===== src/rtl/lcd_out_ctrl.sv =====
// LCD timing generator and output-buffer reader.
// Emits syncs, DE and RGB565 pixels one pixel period after evaluation.
module lcd_out_ctrl #(
    parameter int H_ACT  = 480,
    parameter int H_FP   = 2,
    parameter int H_SYNC = 41,
    parameter int H_BP   = 2,
    parameter int V_ACT  = 272,
    parameter int V_FP   = 2,
    parameter int V_SYNC = 10,
    parameter int V_BP   = 2,
    parameter int IMG_W  = 320,
    parameter int IMG_H  = 240,
    parameter int X_OFF  = 80,
    parameter int Y_OFF  = 16
) (
    input  logic        iClk,
    input  logic        iRst,
    input  logic        iPixEn,
    input  logic        iEnable,
    output logic        oRdEn,
    output logic [16:0] oRdAddr,
    input  logic [15:0] iRdData,
    output logic        oLcdHSync,
    output logic        oLcdVSync,
    output logic        oLcdDe,
    output logic [4:0]  oLcdR,
    output logic [5:0]  oLcdG,
    output logic [4:0]  oLcdB,
    output logic        oFrameStart
);

    localparam int H_TOTAL = H_SYNC + H_BP + H_ACT + H_FP;
    localparam int V_TOTAL = V_SYNC + V_BP + V_ACT + V_FP;
    localparam int HW = $clog2(H_TOTAL);
    localparam int VW = $clog2(V_TOTAL);

    localparam logic [HW-1:0] H_LAST    = HW'(H_TOTAL - 1);
    localparam logic [HW-1:0] H_SYN_END = HW'(H_SYNC);
    localparam logic [HW-1:0] H_ACT_BEG = HW'(H_SYNC + H_BP);
    localparam logic [HW-1:0] H_ACT_END = HW'(H_SYNC + H_BP + H_ACT);
    localparam logic [HW-1:0] H_IMG_BEG = HW'(H_SYNC + H_BP + X_OFF);
    localparam logic [HW-1:0] H_IMG_END = HW'(H_SYNC + H_BP + X_OFF + IMG_W);

    localparam logic [VW-1:0] V_LAST    = VW'(V_TOTAL - 1);
    localparam logic [VW-1:0] V_SYN_END = VW'(V_SYNC);
    localparam logic [VW-1:0] V_ACT_BEG = VW'(V_SYNC + V_BP);
    localparam logic [VW-1:0] V_ACT_END = VW'(V_SYNC + V_BP + V_ACT);
    localparam logic [VW-1:0] V_IMG_BEG = VW'(V_SYNC + V_BP + Y_OFF);
    localparam logic [VW-1:0] V_IMG_END = VW'(V_SYNC + V_BP + Y_OFF + IMG_H);

    typedef enum logic {
        IDLE,
        RUN
    } state_t;

    state_t      state;
    logic [HW-1:0] hcnt;
    logic [VW-1:0] vcnt;
    logic [16:0] addr_cnt;

    logic        pend_hs;
    logic        pend_vs;
    logic        pend_de;
    logic        pend_img;
    logic        rd_vld;
    logic [15:0] pix_q;

    logic        h_end;
    logic        at_last;
    logic        origin;
    logic        ev_hs;
    logic        ev_vs;
    logic        ev_de;
    logic        in_img;
    logic        eval;
    logic [15:0] pix;

    always_comb begin
        h_end   = (hcnt == H_LAST);
        at_last = h_end && (vcnt == V_LAST);
        origin  = (hcnt == '0) && (vcnt == '0);
        ev_hs   = (hcnt >= H_SYN_END);
        ev_vs   = (vcnt >= V_SYN_END);
        ev_de   = (hcnt >= H_ACT_BEG) && (hcnt < H_ACT_END)
               && (vcnt >= V_ACT_BEG) && (vcnt < V_ACT_END);
        in_img  = ev_de
               && (hcnt >= H_IMG_BEG) && (hcnt < H_IMG_END)
               && (vcnt >= V_IMG_BEG) && (vcnt < V_IMG_END);
        eval    = 1'b0;
        unique case (state)
            IDLE: eval = iPixEn && iEnable;
            RUN:  eval = iPixEn;
        endcase
        // Read data may land on the very cycle of the next strobe.
        pix = rd_vld ? iRdData : pix_q;
    end

    always_ff @(posedge iClk) begin
        if (iRst) begin
            state       <= IDLE;
            hcnt        <= '0;
            vcnt        <= '0;
            addr_cnt    <= '0;
            pend_hs     <= 1'b1;
            pend_vs     <= 1'b1;
            pend_de     <= 1'b0;
            pend_img    <= 1'b0;
            rd_vld      <= 1'b0;
            pix_q       <= '0;
            oRdEn       <= 1'b0;
            oRdAddr     <= '0;
            oLcdHSync   <= 1'b1;
            oLcdVSync   <= 1'b1;
            oLcdDe      <= 1'b0;
            oLcdR       <= '0;
            oLcdG       <= '0;
            oLcdB       <= '0;
            oFrameStart <= 1'b0;
        end else begin
            oRdEn       <= 1'b0;
            oFrameStart <= 1'b0;
            rd_vld      <= oRdEn;
            if (rd_vld) begin
                pix_q <= iRdData;
            end

            if (iPixEn) begin
                oLcdHSync <= pend_hs;
                oLcdVSync <= pend_vs;
                oLcdDe    <= pend_de;
                oLcdR     <= pend_img ? pix[15:11] : '0;
                oLcdG     <= pend_img ? pix[10:5]  : '0;
                oLcdB     <= pend_img ? pix[4:0]   : '0;
            end

            if (eval) begin
                pend_hs  <= ev_hs;
                pend_vs  <= ev_vs;
                pend_de  <= ev_de;
                pend_img <= in_img;
                if (origin) begin
                    oFrameStart <= 1'b1;
                    addr_cnt    <= '0;
                end else if (in_img) begin
                    oRdEn    <= 1'b1;
                    oRdAddr  <= addr_cnt;
                    addr_cnt <= addr_cnt + 17'd1;
                end
                hcnt <= h_end ? '0 : hcnt + 1'b1;
                if (h_end) begin
                    vcnt <= (vcnt == V_LAST) ? '0 : vcnt + 1'b1;
                end
                state <= (at_last && !iEnable) ? IDLE : RUN;
            end else if (iPixEn) begin
                pend_hs  <= 1'b1;
                pend_vs  <= 1'b1;
                pend_de  <= 1'b0;
                pend_img <= 1'b0;
            end
        end
    end

endmodule


===== config.mk =====
export PLATFORM = sky130hd
export DESIGN_NAME = lcd_out_ctrl
export DESIGN_NICKNAME = d
export VERILOG_FILES = /design/src/rtl/lcd_out_ctrl.sv
export SDC_FILE = /design/constraint.sdc
export NUM_CORES = 1
export LEC_CHECK = 0
export BUFFER_PORTS_ARGS = -buffer_cell sky130_fd_sc_hd__buf_2
export CORE_ASPECT_RATIO = 0.5
export CORE_MARGIN = 10
export CORE_UTILIZATION = 31
export DETAILED_ROUTE_END_ITERATION = 8
export PLACE_DENSITY_LB_ADDON = 0.15
export SYNTH_ARGS = -nofsm -noshare
export SYNTH_HDL_FRONTEND = slang
export SYNTH_SLANG_ARGS = --single-unit

===== constraint.sdc =====
create_clock -name iClk -period 3.15 [get_ports iClk]
set_clock_uncertainty 0.05 [all_clocks]
set_input_delay 0.63 -clock iClk [delete_from_list [all_inputs] [get_ports iClk]]
set_output_delay 0.63 -clock iClk [all_outputs]
set_load 0.01 [all_outputs]

==> summary.md, run 1 <==
| Metric | Value |
|---|---|
| Unrepaired setup endpoints after global routing | `no` |
| Synth Warn # | `0` |
| Setup Slack @ Placement | `~0.56 ns` |
| Worst hold-check path type | `reg2reg` |
| Die ar. | `0.01813 mm^2` |
| Post-Synth Adder-Cell Area | `2.501%` |
| Final setup violation count | `0` |
| Worst-path fanout max | `28` |
| Final net count | `501` |
| Buf+Inv Stages, Crit Path | `1` |
| Io pins | `58` |
| Yosys cell types | `47` |
| CTS tree | `yes` |
| R2R depth | `8` |
| Post-CTS Resized | `0` |
| Cell taking the most area after synthesis | `dfxtp_1` |
| Cells after Synth | `421` |
| First-pass GRT wire length | `15.23 mm` |
| Crit path required time | `3.33 ns` |
| Clock Sink Count | `96` |
| Fin cells | `around 650` |
| Total Wirelength | `9.006 mm` |
| Cell row count | `29` |
| Clock Tree Buf Depth | `2` |
| Max-cap check violation count | `0` |
| Post-layout util | `37.28%` |
| H-tree depth | `3` |
| Cell Area, Placed | `0.004436 mm^2` |
| Total grt overflow | `0` |
| Total chip power | `2.350 mW` |
| Arrival @ worst endpoint | `2.61 ns` |
| Reg-to-reg endpoint | `addr_cnt[13]` |
| PwrDens | `497.7 mW/mm^2` |
| Rel. slew slack | `35.10%` |
| Yosys reg bits | `96` |
| Yosys top cell area share | `between 40% and 50%` |
| Routability cong. | `0.7901` |
| Initial antenna violation count | `0` |
| Ys flop type | `dfxtp_1` |
| Share of layout cells above drive strength 1 | `18.41%` |
| Starting DRT DRC Count | `134` |
| Initial core utilization | `a little under a third` |
| LEAKAGE | `approximately 1.9 nW` |
| Switching power | `0.5531 mW` |
| Horiz. Die Dim | `180.7 um` |
| CTS root buffer | `clkbuf_16` |
| Syn_nets | `449` |
| Total CTS buffers | `9` |
| Antenna viol nets, final | `0` |
| Routed WL per cell | `13.90 um` |
| Final hold violation count | `0` |
| DR vias/cell | `~4.7` |
| Pin slew with the least headroom to its limit | `0.9722 ns` |
| Reg2reg start | `hcnt[0]` |
| Final hold slack | `0.4104 ns` |
| Sw Share | `23.54%` |
| Sum Neg Setup Slack | `0 ns` |
| Via count | `3051` |
| Die Ht | `100.4 um` |
| Fmax | `~0.41 GHz` |
| Flop-to-flop setup slack | `0.72 ns` |
| Hold Crit Start | `oRdEn` |
| Post-CTS Setup Repair Bufs | `0` |
| Top post-synthesis cells by area | `dfxtp_1 48%, mux2i_1 9.8%, nor2_1 6.1%, a22o_1 4.4%, nand2_1 3.4%` |
| Ys async rst share | `0%` |
| Vias in the first global route | `about 3000` |
| Max-slew violations | `0` |
| Slowest CP cell | `dfxtp_1` |
| GRT Overall Usage | `10.07%` |
| Critical-path cell list | `ha_1 > o21ai_0 > and4_1 > o21ai_1 > nor4_4 > buf_4 > and3_1 > a221o_1` |
| Synth Area in Compound Gates | `12.19%` |
| Final Cycle Share | `77.12%` |
| Startpoint Class | `flop` |
| Final min period | `around 2.4 ns` |
| # placed instances | `632` |
| Drt pass-1 iters | `4` |
| Top delay family on crit path | `compound AO/OA/AOI/OAI gates` |
| Outcome | `complete, no violations` |
| Post-CTS Hold Buffers | `0` |
| Filler cells | `1285` |
| Sequential element share of the synthesized area | `between 40% and 50%` |
| DRC | `0` |
| Top cells by instance count after synthesis | `96 x dfxtp_1, 65 x nor2_1, 39 x mux2i_1, 36 x nand2_1, 20 x a22o_1` |
| P_int | `1.797 mW` |
| CP endpoint | `addr_cnt[13]` |
| Worst setup path start | `hcnt[0]` |
| Post-synth EDFFs | `0` |
| Post-layout instance area | `0.004721 mm^2` |
| Largest net degree at the start of global routing | `29` |
| Post-route setup slack | `around 0.72 ns` |
| Syn avg cell area | `9.507 um^2` |
| Clock power share | `44.8%` |
| Worst vdd ir | `0.2631 mV` |
| Mux cell area share after synthesis | `10.13%` |
| Clock transition at path regs | `~0.070 ns` |
| Mapped Area | `0.004003 mm^2` |
| CORE AREA | `about 0.013 mm^2` |
| Setup CP Type | `reg2reg` |
| Clock Latency Late Sink | `~0.34 ns` |
| Seq pwr share | `52.1%` |
| # port buffers | `57` |
| Crit-path max cell delay | `approximately 0.42 ns` |
| Most numerous cell in the Yosys netlist | `dfxtp_1` |
| Post-Synth Simple-Gate Area | `approximately a fifth` |
| XOR/XNOR share of the synthesized area | `approximately 3.7%` |
| Critical path depth | `8` |
| Main combinational cell family by area after synthesis | `simple AND/OR/NAND/NOR gates` |
| Final HPWL DP | `between 6 and 7 mm` |
| Diodes inserted | `0` |
| Area Growth Syn to Fin | `17.94%` |
| Crit path capture type | `flop` |
| Combinational Power Share | `3.1%` |
-- worst register-to-register path, delay by kind of cell (launching register included) --
family,cells,cell delay [ns]
buffers and inverters,1,0.24
and+or+nand+nor,3,0.52
AOI/OAI and AO/OA,3,0.80
adders and majority gates,1,0.29
DFF,1,0.42
-- cell type report --
| class | count | area [um^2] | share of cell area [%] |
|---|---|---|---|
| Multi-Input combinational cell | 294 | 1941 | 41.11 |
| Clock buffer | 9 | 225.2 | 4.771 |
| Inverter | 10 | 37.54 | 0.7951 |
| Sequential cell | 96 | 1922 | 40.71 |
| Timing Repair Buffer | 62 | 322.8 | 6.838 |
| Clock inverter | 7 | 60.06 | 1.272 |
| Tap cell | 170 | 212.7 | 4.506 |
-- routing by layer --
layer / global-route usage, % / share of wire, % / vias to the layer above
met1: 13.38 / 52 / 1400
met5: 0 / 0 / -
met4: 3.008 / 1.1 / 0
met2: 14.91 / 42 / 54
li1: - / - / 1587
met3: 3.662 / 5.1 / 10
-- placed cells by master (no fill, tap or decap), types with 5 or more instances in the layout --
master      n
clkbuf_16   9
nor2_1     65
a22o_1     20
dfxtp_1    96
o21ai_0     9
mux2i_1    39
buf_4       5
xnor2_1     6
buf_2      57
inv_1      10
and3_1      9
nand3_1    14
nand2_1    36
ha_1        8
a21oi_1    12
nand4_1    12
xor2_1     11
-- sequential cells by signal (all words and copies together), names as in the netlist, 5 cells and up --
signal,count
vcnt,9
oLcdB,5
oLcdR,5
pix_q,16
oRdAddr,17
addr_cnt,17
oLcdG,6
hcnt,10
-- cells by family (layout without fill, tap and decap cells) --
logic type / Yosys count / after routing
AOI/OAI and AO/OA: 65 / 65
DFF: 96 / 96
muxes: 40 / 40
adders and majority gates: 8 / 8
and+or+nand+nor: 164 / 164
xor gates and xnor gates: 17 / 17
buffers and inverters: 31 / 88
-- power groups by stage --
stage	Clock, mW	Sequential [mW]	Combinational, mW
2_1_floorplan	0	1.25	0.0454
3_3_place_gp	0	1.25	0.0760
3_5_place_dp	0	1.25	0.0753
4_1_cts	1.09	1.22	0.0756
5_1_grt	1.15	1.22	0.0828
6_report	1.05	1.22	0.0734
-- how the worst min path moves through the flow --
| stage | to | depth (start not counted) |
|---|---|---|
| floorplan | pend_de | 2 |
| global placement | rd_vld | 1 |
| detailed placement | rd_vld | 1 |
| CTS | rd_vld | 1 |
| global route | rd_vld | 1 |
| finish | rd_vld | 1 |
(Power assumes the default switching activity.)
==> run 2: changes to the inputs <==
==> constraint.sdc (replaced) <==
create_clock -name iClk -period 2 [get_ports iClk]
set_clock_uncertainty 0.05 [all_clocks]
set_input_delay 0.4 -clock iClk [delete_from_list [all_inputs] [get_ports iClk]]
set_output_delay 0.4 -clock iClk [all_outputs]
set_load 0.01 [all_outputs]
==> run 2 against run 1 <==
Against the previous run: the run now ends with negative setup slack left; register-to-register slack got worse by 0.85 ns; critical path depth is 1 lower; cell count is 11% higher; sequential cell count stayed put; worst hold slack got worse by 0.12 ns; maximum frequency up 14%; critical path type unchanged; critical endpoint is now addr_cnt[0].
==> summary.md, run 2 (same netlist as run 1, synthesis figures left out) <==
| Metric | Value |
|---|---|
| Outcome | `complete, but fails checks` |
| Failing checks | `negative setup slack` |
| Switching power | `0.8965 mW` |
| Hold Crit Start | `iRdData[7]` |
| H-tree depth | `3` |
| Final Cycle Share | `106.4%` |
| Total Wirelength | `10.78 mm` |
| Cell Area, Placed | `approximately 0.005 mm^2` |
| Metal-1 WL | `5.518 mm` |
| Clock power share | `44.6%` |
| Startpoint Class | `flop` |
| Worst setup path start | `hcnt[1]` |
| Crit path required time | `2.17 ns` |
| Post-layout instance area | `0.005549 mm^2` |
| # placed instances | `682` |
| Largest net degree at the start of global routing | `45` |
| Die Ht | `100.4 um` |
| DR vias/cell | `between 4 and 5` |
| CP endpoint | `addr_cnt[0]` |
| CTS tree | `yes` |
| Setup CP Type | `reg2reg` |
| Final setup violation count | `33` |
| Combinational Power Share | `4.1%` |
| Final hold slack | `0.2912 ns` |
| Flop-to-flop setup slack | `-0.13 ns` |
| Reg2reg start | `hcnt[1]` |
| Vias in the first global route | `3237` |
| Seq pwr share | `approximately half` |
| Final net count | `roughly 570` |
| CORE AREA | `approximately 0.013 mm^2` |
| PwrDens | `677.0 mW/mm^2` |
| Pin slew with the least headroom to its limit | `around 0.34 ns` |
| Routed WL per cell | `14.99 um` |
| Crit path capture type | `flop` |
| Area Growth Syn to Fin | `38.64%` |
| Clock Tree Buf Depth | `2` |
| Filler cells | `about 1200` |
| R2R depth | `7` |
| Worst-path fanout max | `7` |
| Post-route setup slack | `-0.1278 ns` |
| Clock Latency Late Sink | `0.34 ns` |
| DRC | `0` |
| Total grt overflow | `0` |
| Fmax | `0.4700 GHz` |
| Io pins | `58` |
| Worst vdd ir | `0.3760 mV` |
| Clock Sink Count | `96` |
| Top flop regs | `addr_cnt: 17 flops, oRdAddr: 17 flops, pix_q: 16 flops` |
| Met3 wire len | `456 um` |
| Final HPWL DP | `6.927 mm` |
| Drt pass-1 iters | `4` |
| Antenna viol nets, final | `0` |
| Met2 Wirelength | `around 4.8 mm` |
| Die ar. | `roughly 0.018 mm^2` |
| Initial antenna violation count | `0` |
| Diodes inserted | `0` |
| Max-slew violations | `0` |
| Arrival @ worst endpoint | `~2.3 ns` |
| Fin cells | `719` |
| Most frequent cells in the layout | `86 x dfxtp_1, 65 x nor2_1, 58 x buf_4` |
| Starting DRT DRC Count | `159` |
| GRT Overall Usage | `between 10% and 20%` |
| Worst hold-check path type | `in2reg` |
| Share of layout cells above drive strength 1 | `34.24%` |
| Top Layer Used | `met4` |
| Cell row count | `29` |
| Leading cell type in the layout, fill and taps excluded | `dfxtp_1` |
| Final hold violation count | `0` |
| Routability cong. | `approximately 0.77` |
| First-pass GRT wire length | `between 15 and 20 mm` |
| Max-cap check violation count | `0` |
| Rel. slew slack | `around 77%` |
| CTS root buffer | `clkbuf_16` |
| Initial core utilization | `a little under a third` |
| Final min period | `2.128 ns` |
| Unrepaired setup endpoints after global routing | `yes` |
| Sw Share | `between 20% and 30%` |
| Post-CTS Hold Buffers | `0` |
| Via count | `3369` |
| P_int | `2.860 mW` |
| LEAKAGE | `approximately 2.3 nW` |
| Total chip power | `between 3 and 4 mW` |
| Clock transition at path regs | `0.08 ns` |
| Reg-to-reg endpoint | `addr_cnt[0]` |
| Total CTS buffers | `9` |
| # port buffers | `57` |
| Horiz. Die Dim | `180.7 um` |
run 2: cell types whose count changed in the layout (fill, tap and decap cells not counted), sizes merged:
cell	before	now
buf	62	130
clkbuf	9	11
clkinv	1	3
clkinvlp	2	0
o311a	1	2
run 2: per-stage QoR:
step	setup TNS (ns)	util, %	setup WS, ns
after floorplan	-0.3161	-	-0.07175
after global placement	-1.446	38.42	-0.1278
after detailed placement	-3.345	38.42	-0.1938
after CTS	-0.9121	41.73	-0.1339
after global routing	-5.137	43.82	-0.2054
final	-2.799	43.82	-0.1278
run 2: layout make-up:
cell class / instances / area [um^2] / area share [%]
clock buffers: 9 / 225.2 / 4.059
clock inverters: 7 / 62.56 / 1.127
inverters: 10 / 37.54 / 0.6764
multi-input cells: 295 / 2079 / 37.47
flip-flops and latches: 96 / 1937 / 34.90
well taps: 170 / 212.7 / 3.833
repair buffers: 132 / 994.7 / 17.93
run 2: layer usage:
layer | vias to the layer above | global-route usage, %
met5 | - | 0
met4 | 0 | 2.444
met3 | 4 | 3.303
met2 | 49 | 17.45
met1 | 1588 | 14.46
li1 | 1728 | -
run 2: worst min-delay path by stage:
stage | to | slack, ns | depth (start not counted)
finish | pix_q[7] | 0.29 | 3
global route | pix_q[8] | 0.31 | 3
CTS | pix_q[7] | 0.29 | 3
detailed placement | rd_vld | 0.40 | 1
global placement | rd_vld | 0.40 | 1
floorplan | pend_de | 0.38 | 2
run 2: timing repair:
action,CTS,global route
pin swaps,5,15
endpoints found under the setup margin,32,37
gates resized for setup,11,34
cloned,2,4
setup buffers,5,12
run 2: power by group through the flow:
| stage | Clock (mW) | Combinational, mW | Sequential [mW] |
|---|---|---|---|
| 2_1_floorplan | 0 | 0.0715 | 1.97 |
| 3_3_place_gp | 0 | 0.142 | 1.97 |
| 3_5_place_dp | 0 | 0.142 | 1.97 |
| 4_1_cts | 1.72 | 0.145 | 1.93 |
| 5_1_grt | 1.80 | 0.170 | 1.92 |
| 6_report | 1.68 | 0.156 | 1.92 |
run 2: worst max-delay path: stages, from the launching register on:
cell,delay (ns)
dfxtp_2,0.34
ha_4,0.16
o21a_1,0.20
a31oi_2,0.24
o2bb2ai_4,0.12
buf_4,0.16
o311a_2,0.46
mux2_4,0.28
==> run 3: changes to the inputs <==
--- a/config.mk
+++ b/config.mk
@@ -5,6 +5,7 @@
 export SDC_FILE = /design/constraint.sdc
 export NUM_CORES = 1
 export LEC_CHECK = 0
+export ABC_AREA = 1
 export BUFFER_PORTS_ARGS = -buffer_cell sky130_fd_sc_hd__buf_2
 export CORE_ASPECT_RATIO = 0.5
 export CORE_MARGIN = 10
==> run 3 against run 2 <==
Against the previous run: the run now ends clean; first-iteration DRC count increased by 46%; clock-buffer cell count unchanged; cell count increased by 11%; worst setup slack improved by 0.31 ns; synthesized area increased by 4.5%; die area increased by 3.8%; sequential power about the same; critical path depth increased by 4; critical path type unchanged; largest cell class is now registers; largest power group unchanged; highest routed layer unchanged.
==> summary.md, run 3 <==
| Metric | Value |
|---|---|
| Cells after Synth | `553` |
| Worst-path fanout max | `14` |
| Vias in the first global route | `3510` |
| Via count | `3720` |
| Grt met1 use | `14.49%` |
| Crit path required time | `2.18 ns` |
| Total CTS buffers | `9` |
| Leading cell type in the layout, fill and taps excluded | `dfxtp_1` |
| LEAKAGE | `~2.2 nW` |
| Post-CTS Setup Repair Bufs | `0` |
| H-tree depth | `3` |
| Final Cycle Share | `91.06%` |
| Top post-synthesis cells by area | `dfxtp_1 46%, nand2_1 7.4%, nor2_1 6.9%, o21ai_0 6.2%, inv_1 6.2%` |
| Crit path capture type | `flop` |
| Switching power | `0.9526 mW` |
| Final setup violation count | `0` |
| Post-layout instance area | `0.005111 mm^2` |
| Starting DRT DRC Count | `approximately 230` |
| Fmax | `0.5491 GHz` |
| Max-cap check violation count | `0` |
| Die ar. | `~0.019 mm^2` |
| Cell row count | `29` |
| Sequential element share of the synthesized area | `45.93%` |
| Synth Warn # | `0` |
| DR vias/cell | `4.656` |
| Startpoint Class | `flop` |
| # port buffers | `57` |
| Most numerous cell in the Yosys netlist | `dfxtp_1` |
| Syn avg cell area | `7.566 um^2` |
| Initial core utilization | `32.39%` |
| Clock Sink Count | `96` |
| DRC | `0` |
| Yosys reg bits | `96` |
| Met2 GRT Util | `18.51%` |
| Mapped Area | `0.004184 mm^2` |
| Sum Neg Setup Slack | `0 ns` |
| Sw Share | `24.86%` |
| Final HPWL DP | `7.675 mm` |
| CTS root buffer | `clkbuf_16` |
| Max-slew violations | `0` |
| P_int | `between 2 and 3 mW` |
| Ys flop type | `dfxtp_1` |
| Pin slew with the least headroom to its limit | `just under 0.7 ns` |
| Combinational Power Share | `around 4.5%` |
| Worst vdd ir | `0.3335 mV` |
| Setup CP Type | `reg2reg` |
| Routability cong. | `0.8576` |
| Initial antenna violation count | `0` |
| Worst hold-check path type | `in2reg` |
| Multi-input logic area | `0.001908 mm^2` |
| Final min period | `around 1.8 ns` |
| Horiz. Die Dim | `184.3 um` |
| CORE AREA | `0.01292 mm^2` |
| Total grt overflow | `0` |
| Top flop regs | `addr_cnt: 17 flops, oRdAddr: 17 flops, pix_q: 16 flops` |
| GRT Overall Usage | `11.31%` |
| Arrival @ worst endpoint | `2.00 ns` |
| Cell taking the most area after synthesis | `dfxtp_1` |
| CTS tree | `yes` |
| Diodes inserted | `0` |
| Post-synth EDFFs | `0` |
| Cell Area, Placed | `0.004768 mm^2` |
| Yosys cell types | `36` |
| Worst setup path start | `hcnt[1]` |
| First-pass GRT wire length | `17.38 mm` |
| Ys async rst share | `0%` |
| Largest net degree at the start of global routing | `47` |
| Yosys top cell area share | `45.93%` |
| Clock Tree Buf Depth | `2` |
| Syn_nets | `roughly 580` |
| Hold Crit Start | `iRdData[3]` |
| Top cells by instance count after synthesis | `96 x dfxtp_1, 82 x nand2_1, 77 x nor2_1, 69 x inv_1, 52 x o21ai_0` |
| Final hold slack | `0.2546 ns` |
| Area Growth Syn to Fin | `22.16%` |
| Routed WL per cell | `between 10 and 15 um` |
| GR peak layer | `met2` |
| Clock power share | `45.1%` |
| Outcome | `complete, no violations` |
| Antenna viol nets, final | `0` |
| Most frequent cells in the layout | `95 x dfxtp_1, 82 x nand2_1, 77 x nor2_1` |
| Filler cells | `roughly 1400` |
| Clock transition at path regs | `0.08 ns` |
| Final net count | `about 650` |
| Die Ht | `102.2 um` |
| Seq pwr share | `just over 50%` |
| Rel. slew slack | `a little over half` |
| Post-CTS Hold Buffers | `0` |
| Reg area | `0.001923 mm^2` |
| Reg2reg start | `hcnt[1]` |
| Share of layout cells above drive strength 1 | `18.12%` |
| Final hold violation count | `0` |
| Io pins | `58` |
| Drt pass-1 iters | `4` |
| Global routing usage on met3 | `3.152%` |
| Total Wirelength | `10.49 mm` |
| Clock Latency Late Sink | `0.34 ns` |
| PwrDens | `749.8 mW/mm^2` |
## run 3: worst paths after layout
kind            endpoint  slack, ns  depth (start not counted)
max          addr_cnt[9]       0.18                         11
min reg2reg       rd_vld       0.40                          2
min             pix_q[3]       0.25                          3
max reg2reg  addr_cnt[9]       0.18                         11
## run 3: final cells by class
type                    count  area share (%)
multi-input cells         362           37.33
clock inverters             7           1.591
repair buffers             81           9.351
well taps                 170           4.162
clock buffers               9           4.406
inverters                  74           5.532
flip-flops and latches     96           37.63
## run 3: logic make-up after synthesis
logic type,share of synthesized area (%)
buffers and inverters,9.210
and+or+nand+nor,24.31
xor gates and xnor gates,2.721
adders and majority gates,2.392
AOI/OAI and AO/OA,15.43
DFF,45.93
## run 3: stage by stage
| stage | setup slack (ns) | total power, mW | instances | util, % |
|---|---|---|---|---|
| after floorplan | 0.3120 | 2.069 | 553 | - |
| after global placement | 0.02409 | 2.147 | 783 | 36.91 |
| after detailed placement | -0.03048 | 2.147 | 783 | 36.91 |
| after CTS | 0.02575 | 3.889 | 799 | 39.32 |
| after global routing | -0.006221 | 3.992 | 799 | 39.57 |
| final | 0.1789 | 3.832 | 799 | 39.57 |
## run 3: timing repair
item                                   CTS  global route
resized for setup                        1            10
endpoints found under the hold margin    0             0
pin swaps                                0             3
setup endpoints to repair               16            49
## run 3: power groups by stage
stage / combinational [mW] / sequential, mW / clock [mW]
4_1_cts: 0.172 / 1.93 / 1.79
2_1_floorplan: 0.0925 / 1.98 / 0
3_3_place_gp: 0.171 / 1.98 / 0
3_5_place_dp: 0.171 / 1.98 / 0
5_1_grt: 0.197 / 1.93 / 1.86
6_report: 0.173 / 1.93 / 1.73
## run 3: critical path, stage by stage (launching register included)
cell and delay (ns):
dfxtp_1 0.37, ha_2 0.20, nor2_1 0.04, nor2_1 0.14, nand2_1 0.06, nand2_1 0.07, nand3_2 0.09, nor2_4 0.17
nand2_8 0.12, nand3_1 0.09, buf_4 0.19, o21ai_0 0.10
## run 3: metal layers
| layer | wire (um) | part of all wire, % |
|---|---|---|
| met2 | 4734 | 45 |
| met5 | 0 | 0 |
| met3 | 436 | 4.2 |
| met4 | 65 | 0.62 |
| met1 | 5252 | 50 |
